$ cat src/rtl/pkt_sched_pkg.sv
// Shared types and constants for the packet read-out scheduler.
package pkt_sched_pkg;

    // Cycles from an SRAM read strobe to the matching registered output word.
    localparam int RD_LAT = 2;

    typedef enum logic [1:0] {
        LEN_216  = 2'b00,
        LEN_432  = 2'b01,
        LEN_864  = 2'b10,
        LEN_1728 = 2'b11
    } len_code_e;

    typedef enum logic [2:0] {
        IDLE = 3'd0,
        DATA = 3'd1,
        PACE = 3'd2,
        GAP  = 3'd3,
        DONE = 3'd4
    } state_e;

    function automatic logic [10:0] len_words(input len_code_e code);
        logic [10:0] n;
        case (code)
            LEN_216:  n = 11'd216;
            LEN_432:  n = 11'd432;
            LEN_864:  n = 11'd864;
            default:  n = 11'd1728;
        endcase
        return n;
    endfunction

endpackage

$ cat src/rtl/pkt_wait_cnt.sv
// Loadable 8-bit down-counter shared by the PACE and GAP waits.
// o_expired is high once the count has reached 1 (or 0).
module pkt_wait_cnt (
    input  logic       i_clk,
    input  logic       i_rstn,
    input  logic       i_en,
    input  logic       i_load,
    input  logic [7:0] i_load_val,
    output logic       o_expired
);

    logic [7:0] r_cnt;

    // Load has priority; otherwise count down and park at zero.
    always_ff @(posedge i_clk) begin
        if (!i_rstn) begin
            r_cnt <= 8'd0;
        end else if (i_en) begin
            if (i_load) begin
                r_cnt <= i_load_val;
            end else if (r_cnt != 8'd0) begin
                r_cnt <= r_cnt - 8'd1;
            end
        end
    end

    assign o_expired = (r_cnt <= 8'd1);

endmodule

$ cat src/rtl/pkt_read_sched.sv
// Packet read-out scheduler: walks the capture SRAM linearly, paces words,
// inserts idle time between packets and presents data two cycles after each read.
// Optional build macro PKT_SELF_TEST_EN adds self_test_mode, which replaces
// SRAM data with a {pkt_cnt, word_idx} pattern.
//
// state | meaning
// IDLE  | waiting for start/again
// DATA  | one SRAM read issued this cycle
// PACE  | inter-word spacing inside a packet
// GAP   | idle time between packets
// DONE  | one-cycle end-of-run pulse
module pkt_read_sched
    import pkt_sched_pkg::*;
#(
    parameter int DW  = 18,
    parameter int AW  = 16,
    parameter int PNW = 16
) (
    input  logic           clk,
    input  logic           rstn,
    input  logic           clk_en,
    input  logic           sw_rstn,
    input  logic           capture_start,
    input  logic           capture_again,
    input  logic [7:0]     cfg_gap,
    input  logic [1:0]     cfg_data_length,
    input  logic [7:0]     cfg_idle_length,
    input  logic [PNW-1:0] cfg_pkt_num,
`ifdef PKT_SELF_TEST_EN
    input  logic           self_test_mode,
`endif
    output logic           mem_rd_en,
    output logic [AW-1:0]  mem_rd_addr,
    input  logic [DW-1:0]  mem_rd_data,
    output logic [DW-1:0]  adc_data,
    output logic           adc_data_valid,
    output logic           busy,
    output logic           done,
    output logic [PNW-1:0] pkt_cnt
);

    state_e             r_state;
    state_e             w_next_state;
    logic [7:0]         r_gap;
    logic [7:0]         r_idle;
    logic [10:0]        r_len;
    logic [PNW-1:0]     r_pkt_num;
    logic [AW-1:0]      r_addr;
    logic [10:0]        r_word_idx;
    logic [PNW-1:0]     r_pkt_cnt;
    logic               r_busy;
    logic [RD_LAT-1:0]  r_vld_sr;
    logic [DW-1:0]      r_adc_data;

    logic               w_rst_n;
    logic               w_accept;
    logic               w_last_word;
    logic [PNW-1:0]     w_pkt_inc;
    logic               w_rd_en;
    logic               w_load;
    logic [7:0]         w_load_val;
    logic               w_expired;
    logic [DW-1:0]      w_src_data;

    assign w_rst_n     = rstn & sw_rstn;
    assign w_last_word = (r_word_idx == (r_len - 11'd1));
    assign w_pkt_inc   = r_pkt_cnt + {{(PNW-1){1'b0}}, 1'b1};
    // Read strobe is gated by clk_en so a frozen block never advances the SRAM
    // output; the in-flight word stays on mem_rd_data until the block resumes.
    assign w_rd_en     = (r_state == DATA) && clk_en;

    pkt_wait_cnt u_wait_cnt (
        .i_clk      (clk),
        .i_rstn     (w_rst_n),
        .i_en       (clk_en),
        .i_load     (w_load),
        .i_load_val (w_load_val),
        .o_expired  (w_expired)
    );

    // Next-state decode and wait-counter loading.
    always_comb begin
        w_next_state = r_state;
        w_accept     = 1'b0;
        w_load       = 1'b0;
        w_load_val   = 8'd0;
        case (r_state)
            IDLE: begin
                if (capture_start || capture_again) begin
                    w_accept     = 1'b1;
                    w_next_state = (cfg_pkt_num == '0) ? DONE : DATA;
                end
            end
            DATA: begin
                if (w_last_word) begin
                    if (w_pkt_inc == r_pkt_num) begin
                        w_next_state = DONE;
                    end else if (r_idle != 8'd0) begin
                        w_next_state = GAP;
                        w_load       = 1'b1;
                        w_load_val   = r_idle;
                    end else begin
                        w_next_state = DATA;
                    end
                end else if (r_gap != 8'd0) begin
                    w_next_state = PACE;
                    w_load       = 1'b1;
                    w_load_val   = r_gap;
                end else begin
                    w_next_state = DATA;
                end
            end
            PACE, GAP: begin
                if (w_expired) begin
                    w_next_state = DATA;
                end
            end
            DONE:    w_next_state = IDLE;
            default: w_next_state = IDLE;
        endcase
    end

    // State, latched configuration and run counters.
    always_ff @(posedge clk) begin
        if (!w_rst_n) begin
            r_state    <= IDLE;
            r_gap      <= 8'd0;
            r_idle     <= 8'd0;
            r_len      <= 11'd0;
            r_pkt_num  <= '0;
            r_addr     <= '0;
            r_word_idx <= 11'd0;
            r_pkt_cnt  <= '0;
            r_busy     <= 1'b0;
        end else if (clk_en) begin
            r_state <= w_next_state;
            if (w_accept) begin
                r_gap      <= cfg_gap;
                r_idle     <= cfg_idle_length;
                r_len      <= len_words(len_code_e'(cfg_data_length));
                r_pkt_num  <= cfg_pkt_num;
                r_addr     <= '0;
                r_word_idx <= 11'd0;
                r_pkt_cnt  <= '0;
                r_busy     <= 1'b1;
            end
            if (r_state == DATA) begin
                r_addr <= r_addr + {{(AW-1){1'b0}}, 1'b1};
                if (w_last_word) begin
                    r_word_idx <= 11'd0;
                    r_pkt_cnt  <= w_pkt_inc;
                end else begin
                    r_word_idx <= r_word_idx + 11'd1;
                end
            end
            if (r_state == DONE) begin
                r_busy <= 1'b0;
            end
        end
    end

`ifdef PKT_SELF_TEST_EN
    logic [DW-1:0] r_st_word;

    // Pattern word tracks the read it replaces, one stage behind the strobe.
    always_ff @(posedge clk) begin
        if (!w_rst_n) begin
            r_st_word <= '0;
        end else if (clk_en && w_rd_en) begin
            r_st_word <= {r_pkt_cnt[DW-12:0], r_word_idx};
        end
    end

    assign w_src_data = self_test_mode ? r_st_word : mem_rd_data;
`else
    assign w_src_data = mem_rd_data;
`endif

    // Output pipeline: valid follows the read strobe, data held when not valid.
    always_ff @(posedge clk) begin
        if (!w_rst_n) begin
            r_vld_sr   <= '0;
            r_adc_data <= '0;
        end else if (clk_en) begin
            r_vld_sr <= {r_vld_sr[RD_LAT-2:0], w_rd_en};
            if (r_vld_sr[RD_LAT-2]) begin
                r_adc_data <= w_src_data;
            end
        end
    end

    assign mem_rd_en      = w_rd_en;
    assign mem_rd_addr    = r_addr;
    assign adc_data       = r_adc_data;
    assign adc_data_valid = r_vld_sr[RD_LAT-1];
    assign busy           = r_busy;
    assign done           = (r_state == DONE);
    assign pkt_cnt        = r_pkt_cnt;

endmodule

$ cat config.mk
export PLATFORM = sky130hd
export DESIGN_NAME = pkt_read_sched
export DESIGN_NICKNAME = d
export VERILOG_FILES = /design/src/rtl/pkt_sched_pkg.sv /design/src/rtl/pkt_wait_cnt.sv /design/src/rtl/pkt_read_sched.sv
export SDC_FILE = /design/constraint.sdc
export NUM_CORES = 1
export LEC_CHECK = 0
export ABC_AREA = 0
export CAP_MARGIN = 20
export CORE_ASPECT_RATIO = 1.4
export CORE_MARGIN = 2
export CORE_UTILIZATION = 55
export CTS_CLUSTER_SIZE = 8
export DETAILED_ROUTE_END_ITERATION = 8
export GPL_ROUTABILITY_DRIVEN = 1
export PLACE_DENSITY = 0.8
export SKIP_LAST_GASP = 1
export SYNTH_ARGS = -nofsm -noshare
export SYNTH_HDL_FRONTEND = slang
export SYNTH_SLANG_ARGS = --single-unit
$ cat constraint.sdc
create_clock -name clk -period 8.7 [get_ports clk]
set_input_delay 2.175 -clock clk [delete_from_list [all_inputs] [get_ports clk]]
set_output_delay 2.175 -clock clk [all_outputs]
set_load 0.05 [all_outputs]
# Word-level counts from Yosys, hierarchy flattened
# Cells that the tools add are included.
totals:
  register_bits: 118
  out_inout_bits: 54
  elab_cells: 80
op_classes:
  addsub: 5
  magnitude_cmp: 1
  eq_ne: 10
  muxes: 33
  bitwise: 1
  reduce_logical: 18
op_table:
  columns: ["op", "n"]
  rows:
  - ["$mux W16", 5]
  - ["$mux W8", 7]
  - ["$mux W11", 3]
  - ["$pmux W11 S3", 1]
  - ["$add A16 B1 Y16 const B", 2]
  - ["$reduce_bool A8 Y1", 3]
  - ["$eq A16 B16 Y1", 1]
  - ["$logic_not A16 Y1", 1]
  - ["$mux W3", 5]
  - ["$add A11 B1 Y11 const B", 1]
  - ["$eq A11 B11 Y1", 1]
  - ["$sub A11 B1 Y11 const B", 1]
  - ["$reduce_and A2 Y1", 5]
  - ["$mux W1", 9]
  - ["$pmux W3 S3", 1]
  - ["$le A8 B1 Y1 const B", 1]
  - ["$sub A8 B1 Y8 const B", 1]
  - ["$eq A3 B2 Y1 const B", 2]
  - ["$reduce_bool A2 Y1", 3]
  - ["$mux W2", 2]
  - ["$eq A3 B1 Y1 const B", 1]
  - ["$eq A3 B3 Y1 const B", 1]
  - ["$logic_not A3 Y1", 1]
  - ["$reduce_and A3 Y1", 1]
  - ["9 further kinds", 9]

# Logic depth before layout (Yosys ltp)
# Gate-level depths: netlist of the first run.
logic_depth:
  ltp_word: 7
  ltp_mapped: 13
  depth_no_buf: 11

# By module
# Synthesis of the first run repeated with hierarchy kept, for this count alone.
unflattened:
  cells_unflattened: 759
  area_unflattened_um2: 5975.7
modules_own_cells:
  columns: ["module", "n_inst", "cells_each", "area_each_um2", "seq_area_each_um2"]
  rows:
  - ["pkt_read_sched", 1, 685, 5411.4, 2122.0]
  - ["pkt_wait_cnt", 1, 74, 564.3, 160.2]

# Worst setup path before layout of the first run
# OpenSTA, ideal clock, no wires.
synth_path:
  kind: "input-to-output"
  start: "input port clk_en"
  end: "output port mem_rd_en"
  t_arrival_ps: 2998
  t_required_ps: 6525
  path_slack_ps: 3527
  stages: 3
  n_path_buf: 1
  cell_sequence: "clkbuf_1 > nand2_1 > clkinv_1"
synth_via:
  elab_chain_cells: 1
synth_lines:
  columns: ["element", "line_no", "text"]
  rows:
  - ["start: declaration", "pkt_read_sched.sv:21", "input logic clk_en,"]
  - ["$logic_and A1 B1 Y1", "pkt_read_sched.sv:70", "assign w_rd_en = (r_state == DATA) && clk_en;"]
  - ["end: declaration", "pkt_read_sched.sv:32", "output logic mem_rd_en,"]
# No other way between the ends.

# Worst setup path after layout of the first run
# Same ends and word-level chain as after synthesis.

==> results of run 1 <==
power groups by stage:
stage | registers, W | logic (W) | clock network (W)
after CTS | 0.000555 | 0.000233 | 0.000721
after floorplan | 0.000563 | 0.000162 | 0
after detailed placement | 0.000565 | 0.000231 | 0
after global routing | 0.000557 | 0.000261 | 0.000745
after global placement | 0.000565 | 0.000220 | 0
final | 0.000555 | 0.000235 | 0.000719
cell families after synthesis:
kind of cell,share of synthesized area (%)
AND/OR/NAND/NOR,27.9
flip-flops,39.5
buffers and inverters,3.97
multiplexers,2.65
AO/OA/AOI/OAI,18.0
adder cells (fa/ha/maj),2.60
XOR/XNOR,5.31
flip-flops by register name (all words and copies together) (netlist names):
name,count
r_idle,8
r_word_idx,11
pkt_cnt,16
u_wait_cnt.r_cnt,8
r_pkt_num,16
r_state,3
r_vld_sr,2
busy,1
mem_rd_addr,16
r_gap,8
adc_data,18
r_len,7
worst max-delay path: cells and delay by family:
| family | cells | cell delay [ps] |
|---|---|---|
| simple gates | 1 | 270 |
| buf+inv | 3 | 1800 |
stage by stage:
stage                     utilization, %  total power (W)
final                               73.1          0.00151
after global placement              67.2         0.000784
after global routing                73.1          0.00156
after CTS                           73.1          0.00151
after detailed placement            67.2         0.000796
after floorplan                        -         0.000725
final timing paths:
kind | to | depth (start not counted) | slack (ps) | startpoint
setup reg to reg | pkt_cnt[8] | 9 | 5240 | r_len[3]
hold reg to reg | adc_data[13] | 2 | 450 | adc_data[13]
setup / recovery | mem_rd_en | 4 | 2280 | clk_en
hold / removal | adc_data[13] | 2 | 450 | adc_data[13]
layout make-up:
cell class              instances  area (sq um)  share of cell area, %
clock buffers                  20           447                   5.94
clock inverters                10           160                   2.13
inverters                      14          52.6                  0.699
multi-input cells             574          3270                   43.4
flip-flops and latches        114          2280                   30.3
well taps                     138           173                   2.30
repair buffers                115          1140                   15.2
cell usage after synthesis (all sizes together), types with 3 or more instances:
master	count	area share, %
nand3	30	2.6
nor3	20	1.9
xor2	14	2.1
nor2b	8	0.87
and2	5	0.54
o21ai	41	3.6
nand2b	3	0.33
or3	15	1.6
a311oi	3	0.46
a21oi	97	8.4
nor4	13	1.5
nor4b	4	0.87
and3	15	1.6
o21bai	4	0.52
xnor2	21	3.2
a32o	5	0.87
inv	13	0.85
nor2	55	3.6
dfxtp	114	40
a211oi	3	0.39
mux2i	13	2.3
buf	7	0.76
o211ai	3	0.39
nor3b	9	1.3
clkbuf	35	2.3
ha	12	2.6
nand4	9	0.98
nand2	142	9.2
metal layers:
layer | wire [um] | vias to the layer above
met5 | 0 | -
met4 | 458 | 0
met3 | 888 | 38
met2 | 8360 | 205
met1 | 6090 | 2709
li1 | - | 2788
==> flow_summary.toml, run 1 <==
[outcome]
outcome = "finished clean"

[global_routing]
gr-max-usage-layer = "met2"
grt-ovfl-total = 0
antenna_found_initial = 0
grt_pass1_wl_um = 26400
grt_use_met1_pct = 31.1
grt_pass1_vias = 5612
grt_start_max_net_pins = 50
met2_usage_pct = 52.4
grt_use_met3_pct = 5.78
grt_usage_pct = 28.4

[finish]
layout_common_cells = "nand2_1 (141), dfxtp_1 (114), clkdlybuf4s50_1 (111), a21oi_1 (97), nor2_1 (55)"
final_cells = 985
antenna_cells = 0
syn_to_final_growth_pct = 30.3
drive_above_1_share_pct = 5.43
final_nets = 906
final_common_cell = "nand2_1"
fin_area_sq_um = 7520
fill_cells = 841

[critical_path]
worstPathCellList = "clkdlybuf4s50_1 > nand2_1 > clkinv_1 > clkdlybuf4s50_1"
critPathArrivalTime_ps = 4250
worstSetupPathType = "in2out"
crit_top_cell = "clkdlybuf4s50_1"
cp_slowest_cell = "clkdlybuf4s50_1"
critPathMaxFanout = 10
critPathLaunchType = "input port"
slowest_delay_ps = 880
cp.required_ps = 6530
critPathCaptureType = "primary output"

[detailed_routing]
ant_nets = 0
routed_wirelength_um = 15800
wl_per_cell_um = 16.0
vias = 5740
drtIter0Drc = 354
via_per_inst = 5.83
drc = 0
drt_first_pass_iters = 5

[synth]
synth_ff_type = "dfxtp_1"
avgSynthCellArea_sq_um = 7.76
synth_area_sq_um = 5770
synth_edf_count = 0
ys_ff_latch = 114
yosysSeqAreaShare_pct = 39.5
syn_nets = 814
netlist_instances = 744
async_reset_ff_share_pct = 0
yosys.cell_types.count = 60
synthesis.yosys.warnings = 0

[pwr]
p_sw_share_pct = 25.5
intPower_w = 0.00112
power.leakage_nw = 2.65
pwr-share-comb_pct = 15.5
seqPwrFrac_pct = 36.8
power.net_switching_w = 0.000385
clockPowerShare_pct = 47.6
peakVddDrop_uv = 160
power_density_nw_per_um2 = 201

[placed_design]
dp_hpwl_um = 11000
dp_slack_ps = 2300
place_congestion = 0.943
dpl_cell_area_sq_um = 6910
place_inst = 955
io_buffer_count = 111

[floorplan]
ios = 112
die_h_um = 125
rows = 44
dieArea_sq_um = 11300
dieWidth_um = 90.6
core_area_sq_um = 10300
initial_utilization_pct = 56.1

[run]
cap_violations = 0

[sta]
maxSlewHeadroom_pct = 38.9
rsz0062_at_grt = "false"
hold-worst-slack_ps = 455
min_period_over_period_pct = 73.8
min_period_ps = 6420
clock.fmax_mhz = 156
final-hold-violation-count = 0
worst_slew_pin_slew_ps = 914
tns_ps = 0
setup_ws_ps = 2280
final-setup-viol-count = 0
fin_skew_ps = 7.74
slew_violations = 0

[clock_network]
clock-sinks = 114
clkTransAtPathRegs_ps = 50
clock_latency_ps = 410
cts_resized = 0
cts_setup_buffers = 0
hold_buffers = 0
cts_made_buffers = 17
cts_tree = "yes"
htreeDepth = 4
cts_buffer_depth = 2
root_buffer = "clkbuf_16"

[min_path]
min_path_type = "reg2reg"
(Power assumes the default switching activity.)
==> run 2, diff against run 1 <==
--- a/config.mk
+++ b/config.mk
@@ -9,11 +9,11 @@
 export CAP_MARGIN = 20
 export CORE_ASPECT_RATIO = 1.4
 export CORE_MARGIN = 2
-export CORE_UTILIZATION = 55
+export CORE_UTILIZATION = 47
 export CTS_CLUSTER_SIZE = 8
 export DETAILED_ROUTE_END_ITERATION = 8
 export GPL_ROUTABILITY_DRIVEN = 1
-export PLACE_DENSITY = 0.8
+export PLACE_DENSITY = 0.72
 export SKIP_LAST_GASP = 1
 export SYNTH_ARGS = -nofsm -noshare
 export SYNTH_HDL_FRONTEND = slang
==> constraint.sdc (replaced) <==
create_clock -name clk -period 5.7 [get_ports clk]
set_input_delay 1.425 -clock clk [delete_from_list [all_inputs] [get_ports clk]]
set_output_delay 1.425 -clock clk [all_outputs]
set_load 0.05 [all_outputs]
==> run 2 against run 1 <==
Effect of this change: wire length decreased by 0.63%; global-route usage is 4.7 points lower; sequential share of layout area shrank 0.22 points; count of clock-buffer cells in the layout shrank 1; sequential cell count unchanged.
==> flow_summary.toml, run 2 (same netlist as run 1, synthesis figures left out) <==
[pwr]
power.leakage_nw = 2.67
clockPowerShare_pct = 49.1
intPower_w = 0.00177
peakVddDrop_uv = 233
seqPwrFrac_pct = 35.7
power_density_nw_per_um2 = 314
pwr-share-comb_pct = 15.2
p_sw_share_pct = 25.6
power.net_switching_w = 0.000609

[clock_network]
hold_buffers = 0
cts_buffer_depth = 2
cts_setup_buffers = 0
cts_resized = 0
clock-sinks = 114
htreeDepth = 4
clock_latency_ps = 410
root_buffer = "clkbuf_16"
cts_tree = "yes"
cts_made_buffers = 17
clkTransAtPathRegs_ps = 50

[detailed_routing]
highest-signal-layer = "met4"
routed_wirelength_um = 15700
drtIter0Drc = 345
ant_nets = 0
met3WireLength_um = 772
via_per_inst = 5.71
wl_per_cell_um = 15.8
drt_first_pass_iters = 5
wl_met1_um = 6140
met2_length_um = 8300
drc = 0
vias = 5684

[run]
cap_violations = 0

[placed_design]
place_inst = 964
io_buffer_count = 111
dpl_cell_area_sq_um = 6930
place_congestion = 0.972
dp_hpwl_um = 11300

[floorplan]
dieArea_sq_um = 13200
dieWidth_um = 97.6
initial_utilization_pct = 48.6
ios = 112
die_h_um = 135
rows = 47
core_area_sq_um = 11900

[critical_path]
r2r_slack_ps = 2150
critPathLaunchType = "input port"
slowest_delay_ps = 840
cp_slowest_cell = "clkdlybuf4s50_1"
cp_top_family = "buffers and inverters"
rr_worst_depth = 11
path_buf_inv = 3
critPathCaptureType = "primary output"
cp.required_ps = 4280
worstSetupPathType = "in2out"
critPathMaxFanout = 10
critPathArrivalTime_ps = 3490
worstPathCellList = "clkdlybuf4s50_1 > nand2_1 > clkinv_1 > clkdlybuf4s50_1"
cp_num_cells = 4
crit_top_cell = "clkdlybuf4s50_1"

[sta]
worst_slew_pin_slew_ps = 1050
clock.fmax_mhz = 204
fin_skew_ps = 11.4
min_period_over_period_pct = 86.2
tns_ps = 0
final-setup-viol-count = 0
final-hold-violation-count = 0
maxSlewHeadroom_pct = 29.8
rsz0062_at_grt = "false"
min_period_ps = 4910
slew_violations = 0

[global_routing]
antenna_found_initial = 1
grt_pass1_vias = 5412
grt_start_max_net_pins = 55
grt-ovfl-total = 0
grt_pass1_wl_um = 25500
grt_usage_pct = 23.7

[finish]
regArea_sq_um = 2280
fill_cells = 1013
final_cells = 996
drive_above_1_share_pct = 5.77
final_common_cell = "nand2_1"
antenna_cells = 0
syn_to_final_growth_pct = 31.3
multiInputGateArea_sq_um = 3270
layout_common_cells = "nand2_1 (141), dfxtp_1 (114), clkdlybuf4s50_1 (111), a21oi_1 (97), nor2_1 (55)"
final_nets = 906
fin_area_sq_um = 7580
largest_register_ffs = 18

[min_path]
min_path_cells = 2
min_path_type = "reg2reg"

[outcome]
outcome = "finished clean"
run 2: tightest hold or removal path, stage by stage (launching register included):
cell and delay [ps]:
dfxtp_1 310, nand2_1 50, a21oi_1 50
run 2: per-layer routing:
layer  track usage (%)  vias up
met5                 0        -
met4              11.1        0
met3              4.66       40
met2              44.1      197
met1              25.7     2656
li1                  -     2791
run 2: path summary, 6_finish.rpt:
check,from,endpoint
min,adc_data[1],adc_data[1]
min reg2reg,adc_data[1],adc_data[1]
max reg2reg,r_len[3],u_wait_cnt.r_cnt[3]
max,clk_en,mem_rd_en
run 2: final cells by class:
| cell class | instances | share of cell area (%) |
|---|---|---|
| multi-input combinational | 574 | 43.1 |
| timing repair buffer | 115 | 15.1 |
| clock inverter | 13 | 2.74 |
| sequential | 114 | 30.1 |
| inverter | 14 | 0.694 |
| clock buffer | 19 | 5.85 |
| tap | 147 | 2.43 |
run 2: per-stage QoR:
stage	power (W)	utilization [%]	worst slack, ps	hold WS, ps
global placement	0.00120	58.3	857	442
CTS	0.00238	63.8	800	456
finish	0.00238	63.8	787	455
global route	0.00247	63.8	685	472
detailed placement	0.00121	58.3	819	448
floorplan	0.00111	-	2030	445
run 2: power by group through the flow:
stage                     clock network (W)  registers [W]  logic [W]
final                               0.00117       0.000847   0.000361
after global routing                0.00121       0.000849   0.000404
after CTS                           0.00118       0.000846   0.000358
after detailed placement                  0       0.000863   0.000351
after global placement                    0       0.000862   0.000337
after floorplan                           0       0.000859   0.000247
==> run 3, diff against run 2 <==
--- a/config.mk
+++ b/config.mk
@@ -18,3 +18,4 @@
 export SYNTH_ARGS = -nofsm -noshare
 export SYNTH_HDL_FRONTEND = slang
 export SYNTH_SLANG_ARGS = --single-unit
+export TNS_END_PERCENT = 1
==> results of run 3 <==
Final layout, timing and power as in run 2 (identical DEF).
